`src/rtl/mips_multicycle_ctrl.sv`:
```
// Multi-cycle MIPS control unit: one state per cycle, memory states stretch
// until mem_ready, datapath controls decoded from the current state.
module mips_multicycle_ctrl (
    input  logic       clk,
    input  logic       reset_n,
    input  logic [5:0] op,
    input  logic [5:0] funct,
    input  logic       zero,
    input  logic       mem_ready,
    output logic [2:0] alucontrol,
    output logic       alusrca,
    output logic [1:0] alusrcb,
    output logic [1:0] pcsrc,
    output logic       pcen,
    output logic       iord,
    output logic       irwrite,
    output logic       memwrite,
    output logic       memread,
    output logic       regwrite,
    output logic       regdst,
    output logic       memtoreg,
    output logic       illegal
);

    typedef enum logic [3:0] {
        S_FETCH   = 4'd0,
        S_DECODE  = 4'd1,
        S_MEMADR  = 4'd2,
        S_MEMRD   = 4'd3,
        S_MEMWB   = 4'd4,
        S_MEMWR   = 4'd5,
        S_EXECUTE = 4'd6,
        S_ALUWB   = 4'd7,
        S_BRANCH  = 4'd8,
        S_ADDIEX  = 4'd9,
        S_ADDIWB  = 4'd10,
        S_JUMP    = 4'd11
    } state_t;

    localparam logic [5:0] OP_RTYPE = 6'b000000;
    localparam logic [5:0] OP_LW    = 6'b100011;
    localparam logic [5:0] OP_SW    = 6'b101011;
    localparam logic [5:0] OP_BEQ   = 6'b000100;
    localparam logic [5:0] OP_ADDI  = 6'b001000;
    localparam logic [5:0] OP_J     = 6'b000010;

    state_t r_state;
    state_t w_next;

    // State register; synchronous active-low reset returns to FETCH.
    always_ff @(posedge clk) begin
        if (!reset_n) begin
            r_state <= S_FETCH;
        end else begin
            r_state <= w_next;
        end
    end

    // Next-state and output decode; write enables are gated off during reset.
    always_comb begin
        w_next     = r_state;
        alucontrol = 3'b000;
        alusrca    = 1'b0;
        alusrcb    = 2'b00;
        pcsrc      = 2'b00;
        pcen       = 1'b0;
        iord       = 1'b0;
        irwrite    = 1'b0;
        memwrite   = 1'b0;
        memread    = 1'b0;
        regwrite   = 1'b0;
        regdst     = 1'b0;
        memtoreg   = 1'b0;
        illegal    = 1'b0;

        case (r_state)
            S_FETCH: begin
                memread = 1'b1;
                alusrcb = 2'b01;
                pcsrc   = 2'b00;
                irwrite = mem_ready;
                pcen    = mem_ready;
                if (mem_ready) begin
                    w_next = S_DECODE;
                end
            end
            S_DECODE: begin
                alusrcb = 2'b11;
                case (op)
                    OP_LW, OP_SW: w_next = S_MEMADR;
                    OP_RTYPE:     w_next = S_EXECUTE;
                    OP_BEQ:       w_next = S_BRANCH;
                    OP_ADDI:      w_next = S_ADDIEX;
                    OP_J:         w_next = S_JUMP;
                    default: begin
                        w_next  = S_FETCH;
                        illegal = 1'b1;
                    end
                endcase
            end
            S_MEMADR: begin
                alusrca = 1'b1;
                alusrcb = 2'b10;
                w_next  = (op == OP_LW) ? S_MEMRD : S_MEMWR;
            end
            S_MEMRD: begin
                iord    = 1'b1;
                memread = 1'b1;
                if (mem_ready) begin
                    w_next = S_MEMWB;
                end
            end
            S_MEMWB: begin
                regwrite = 1'b1;
                memtoreg = 1'b1;
                w_next   = S_FETCH;
            end
            S_MEMWR: begin
                iord     = 1'b1;
                memwrite = 1'b1;
                if (mem_ready) begin
                    w_next = S_FETCH;
                end
            end
            S_EXECUTE: begin
                alusrca = 1'b1;
                alusrcb = 2'b00;
                w_next  = S_ALUWB;
                case (funct)
                    6'b100000: alucontrol = 3'b000;
                    6'b100010: alucontrol = 3'b001;
                    6'b100100: alucontrol = 3'b010;
                    6'b100101: alucontrol = 3'b110;
                    6'b101010: alucontrol = 3'b111;
                    default: begin
                        illegal = 1'b1;
                        w_next  = S_FETCH;
                    end
                endcase
            end
            S_ALUWB: begin
                regwrite = 1'b1;
                regdst   = 1'b1;
                w_next   = S_FETCH;
            end
            S_BRANCH: begin
                alusrca    = 1'b1;
                alucontrol = 3'b001;
                pcsrc      = 2'b01;
                pcen       = zero;
                w_next     = S_FETCH;
            end
            S_ADDIEX: begin
                alusrca    = 1'b1;
                alusrcb    = 2'b10;
                alucontrol = 3'b000;
                w_next     = S_ADDIWB;
            end
            S_ADDIWB: begin
                regwrite = 1'b1;
                w_next   = S_FETCH;
            end
            S_JUMP: begin
                pcsrc  = 2'b10;
                pcen   = 1'b1;
                w_next = S_FETCH;
            end
            default: begin
                w_next = S_FETCH;
            end
        endcase

        if (!reset_n) begin
            pcen     = 1'b0;
            irwrite  = 1'b0;
            memwrite = 1'b0;
            memread  = 1'b0;
            regwrite = 1'b0;
            illegal  = 1'b0;
        end
    end

endmodule

```
`config.mk`:
```
export PLATFORM = sky130hd
export DESIGN_NAME = mips_multicycle_ctrl
export DESIGN_NICKNAME = d
export VERILOG_FILES = /design/src/rtl/mips_multicycle_ctrl.sv
export SDC_FILE = /design/constraint.sdc
export NUM_CORES = 1
export LEC_CHECK = 0
export CAP_MARGIN = 15
export CORE_MARGIN = 4
export CORE_UTILIZATION = 31
export DETAILED_ROUTE_END_ITERATION = 10
export PLACE_DENSITY_LB_ADDON = 0.12
export SLEW_MARGIN = 40
export SYNTH_ARGS = -nofsm -noshare
export SYNTH_HDL_FRONTEND = slang
export SYNTH_SLANG_ARGS = --single-unit
```
`constraint.sdc`:
```
create_clock -name clk -period 1.44 [get_ports clk]
set_input_delay 0.288 -clock clk [delete_from_list [all_inputs] [get_ports clk]]
set_output_delay 0.288 -clock clk [all_outputs]
set_load 0.02 [all_outputs]
```
Yosys cells after proc, flatten, opt, wreduce, memory -nomap -nowiden
Cells that the tools add are included.
- flip-flop bits (word level): 4
- bits in latches: 0
- bits in writable memories: 0
- memory bits (read-only): 0
- input port bits: 16
- output and inout bits: 17
- word-level logic and storage cells: 65
- memories: 0
- add/sub/neg operators: 0
- multiply operators: 0
- div/mod/pow operators: 0
- magnitude comparators: 0
- equality and inequality tests: 24
- shift-type cells: 0
- mux-type cells: 29
- bitwise operators: 0
- reductions and logical operators: 11
- operators with widths (operator ; count):
    $eq A6 B6 Y1 const B ; 7
    $pmux W4 S7 ; 1
    $pmux W4 S5 ; 1
    $eq A4 B3 Y1 const B ; 4
    $eq A4 B4 Y1 const B ; 4
    $mux W1 ; 16
    $mux W4 ; 3
    $pmux W3 S4 ; 1
    $eq A4 B2 Y1 const B ; 2
    $reduce_or A2 Y1 ; 4
    $eq A6 B2 Y1 const B ; 1
    $eq A6 B3 Y1 const B ; 1
    $eq A6 B4 Y1 const B ; 1
    $logic_not A6 Y1 ; 1
    $mux W3 ; 2
    $ne A2 B2 Y1 const B ; 3
    $pmux W2 S3 ; 1
    $pmux W3 S2 ; 1
    $reduce_or A6 Y1 ; 1
    $reduce_or A5 Y1 ; 1
    $eq A4 B1 Y1 const B ; 1
    $logic_not A4 Y1 ; 1
    $pmux W2 S2 ; 1
    $reduce_or A4 Y1 ; 1
    4 further kinds ; 4

Depth between registers and ports, before layout
- depth in word-level cells: 5
- depth in mapped cells: 5
- mapped depth without buffers: 4

Least setup slack after synthesis
No wires, ideal clock.
- path kind: register to output
- start point: register r_state[0]
- end point: output port pcen
- data arrival time: 1945 ps
- required time: 1152 ps
- setup slack: -793 ps
- stages on the path, launching flop included: 5
- path buffers: 1
- cells stage by stage: dfxtp_1 clkbuf_1 nor4b_1 a21oi_1 o21bai_1
- cells in the longest elaborated chain, start to end: 3
- elaborated cells on any way between the ends: 5
- those cells by class: 2 x eq/ne; 2 x mux; 1 x reduce/logical
- RTL lines (element ; line ; text):
    from (decl) ; 47 ; state_t r_state;
    from (signal assigned) ; 55 ; r_state <= w_next;
    $eq A4 B4 Y1 / $logic_not A4 Y1 (equally long branches) ; 76 ; case (r_state)
    $pmux W1 S3 * ; 76 ;
    $mux W1 * ; 173 ; if (!reset_n) begin
    to (decl) ; 14 ; output logic pcen,
Every way passes the cells marked *; elsewhere a longest branch is shown, timed or not.

Final worst setup path
- start point: register r_state[1]
- end point: output port alucontrol[0]
- cells in the longest elaborated chain, start to end: 2
- elaborated cells on any way between the ends: 3
- those cells by class: 2 x eq/ne; 1 x mux
- RTL lines (element ; line ; text):
    $eq A4 B4 Y1 / $eq A4 B3 Y1 (equally long branches) ; 76 ;
    $pmux W3 S2 * ; 76 ;
    to (decl) ; 10 ; output logic [2:0] alucontrol,
Marked as above.

==> results.sh <==
export IMPL_status="finished with violations"
export IMPL_violations="negative setup slack"
export IMPL_fin_crit_ps=1770
export IMPL_num_vias=1220
export IMPL_largest_reg_flops=4
export IMPL_p_sw_share_pct=36.0
export IMPL_dp_final_hpwl_um=2180
export IMPL_worst_slew_pin_slew_ps=340
export IMPL_drive_above_1_share_pct=67.2
export IMPL_p_per_area_mw_per_mm2=352
export IMPL_grt_max_degree=12
export IMPL_cts_buffers=3
export IMPL_p_int_uw=371
export IMPL_layout_commonest_cell="buf_4"
export IMPL_cts_sinks=4
export IMPL_viasPerCell=5.95
export IMPL_syn_area_um2=623
export IMPL_area_delta_synth_final_pct=164
export IMPL_nets=198
export IMPL_grt_pass1_wl_um=4880
export IMPL_drt_iter0_markers=25
export IMPL_gr_usage_all_layers_pct=23.2
export IMPL_rows=15
export IMPL_htree_levels=1
export IMPL_antenna_cells=0
export IMPL_maxSlewHeadroom_pct=77.1
export IMPL_ys_seq_area_share_pct=12.9
export IMPL_async_flop_share_pct=0
export IMPL_die_w_um=52.8
export IMPL_dieArea_mm2=0.00279
export IMPL_syn_nets=117
export IMPL_pwr_share_clk_pct=25.7
export IMPL_final_cell_mix="41 x buf_4, 21 x buf_6, 7 x nor2_1, 6 x a21oi_2"
export IMPL_multi_input_area_um2=756
export IMPL_synth_top_flop_cell="dfxtp_1"
export IMPL_grt_pass1_vias=1118
export IMPL_fmax_ghz=0.565
export IMPL_p_total_uw=580
export IMPL_routed_wl_um=3850
export IMPL_leakage_uw=0.000750
export IMPL_setup_violations=16
export IMPL_worstHoldPathType="input port to register"
export IMPL_rsz0062_at_grt="yes"
export IMPL_ioPinCount=33
export IMPL_clk_pin_slew_ps=40
export IMPL_cp_max_fo=5
export IMPL_first_pass_iters=4
export IMPL_cts_root_buffer="clkbuf_4"
export IMPL_regArea_um2=92.6
export IMPL_post_route_period_util_pct=123
export IMPL_skew_ps=2.54
export IMPL_cap_violations=0
export IMPL_ys_ff_latch=4
export IMPL_cts_max_path_buffers=2
export IMPL_ant_nets=0
export IMPL_pwr_share_seq_pct=20.5
export IMPL_fin_ws_ps=-328
export IMPL_wl_per_cell_um=18.8
export IMPL_netlist_cell_type_count=35
export IMPL_place_congestion=0.851
export IMPL_cts_hold_buf=0
export IMPL_drc=0
export IMPL_overflow=0
export IMPL_path_class="register to output pin"
export IMPL_antenna_found_initial=0
export IMPL_finalHoldViolCount=0
export IMPL_core_area_mm2=0.00182
export IMPL_cp_arrival_ps=1480
export IMPL_p_comb_share_pct=53.8
export IMPL_io_buffers=32
export IMPL_avgSynthCellArea_um2=6.17
export IMPL_clk_insertion_delay_late_ps=250
export IMPL_synth_edf_count=0
export IMPL_die_h_um=52.8
export IMPL_largest_register="r_state"
export IMPL_p_sw_uw=209
export IMPL_critPathLaunchType="register"
export IMPL_tritoncts="done"
export IMPL_initial_core_util_pct=34.2
export IMPL_required_ps=1150
export IMPL_largest_registers="r_state x4"
export IMPL_synthCells=101
export IMPL_preCtsSetupSlack_ps=-895
export IMPL_slew_violations=0
export IMPL_num_fill_cells=84
export IMPL_ys_warnings_count=0
export IMPL_cp_end_kind="output pin"
export IMPL_peakVddDrop_mv=0.442
-- layer usage --
layer / up-vias / wire length (um) / GRT usage, %
li1: 534 / - / -
met2: 74 / 1960 / 45.2
met1: 584 / 1450 / 24.4
met4: 0 / 220 / 6.81
met3: 28 / 225 / 4.27
met5: - / 0 / 0
-- worst paths after layout --
kind,from,to,slack (ps),cells past startpoint
max,r_state[1],alucontrol[0],-330,5
min,op[4],r_state[3],560,5
max reg2reg,r_state[0],r_state[1],-70,7
min reg2reg,r_state[2],r_state[3],740,2
-- stage by stage --
stage          instance area, um2  util, %  hold WS [ps]  setup TNS (ps)  std cells
3_5_place_dp                 1330     72.8           736          -10290        191
3_3_place_gp                 1330     72.8           728           -9740        191
4_1_cts                      1400     77.1           551           -2440        199
6_report                     1650     90.4           563           -3400        205
2_1_floorplan                 712        -           405            -168        101
5_1_grt                      1650     90.4           566           -4330        205
-- kinds of logic after synthesis --
kind of cell    count (synthesis)  share of synthesized area [%]
compound gates                 27                           28.1
xor+xnor                        3                           4.22
buf+inv                         8                           5.02
flops                           4                           12.9
mux                             1                           1.61
simple gates                   58                           48.2
-- cell usage after synthesis (all sizes together), types with 2 or more instances --
library cell / count / area [um2]
nand2: 10 / 37.5
and3: 2 / 12.5
nor3b: 2 / 15.0
a21oi: 8 / 40.0
o21a: 2 / 15.0
nor2: 13 / 48.8
o21bai: 2 / 15.0
dfxtp: 4 / 80.1
inv: 3 / 11.3
nor4b: 2 / 17.5
nand2b: 6 / 37.5
o21ai: 6 / 30.0
xor2: 2 / 17.5
a31oi: 2 / 12.5
nor3: 6 / 30.0
nor4: 3 / 18.8
a41oi: 2 / 17.5
clkbuf: 4 / 15.0
nor2b: 3 / 18.8
nand3: 6 / 30.0
-- power by group through the flow --
stage                     Combinational, uW  Sequential, uW  Clock, uW
after floorplan                        97.4             120          0
after global placement                  241             123          0
after detailed placement                247             123          0
after CTS                               257             119        140
after global routing                    329             119        166
final                                   312             119        149
-- cell type report --
type	instances	share of cell area, %
clock buffer	3	1.37
inverter	3	0.684
multi-input combinational	89	45.9
sequential	4	5.62
tap	25	1.90
timing repair buffer	81	44.5
-- worst max-delay path, stage by stage (launching register included) --
cell      delay, ps
dfxtp_4         370
buf_6           130
nor4b_4         320
buf_4           170
o21bai_4        110
buf_6           130
-- timing repair --
| item | in CTS | in global routing |
|---|---|---|
| pin swaps | 9 | 17 |
| gates resized for setup | 129 | 54 |
| setup endpoints to repair | 19 | 20 |
| setup buffers | 5 | 6 |
(Power assumes the default switching activity.)
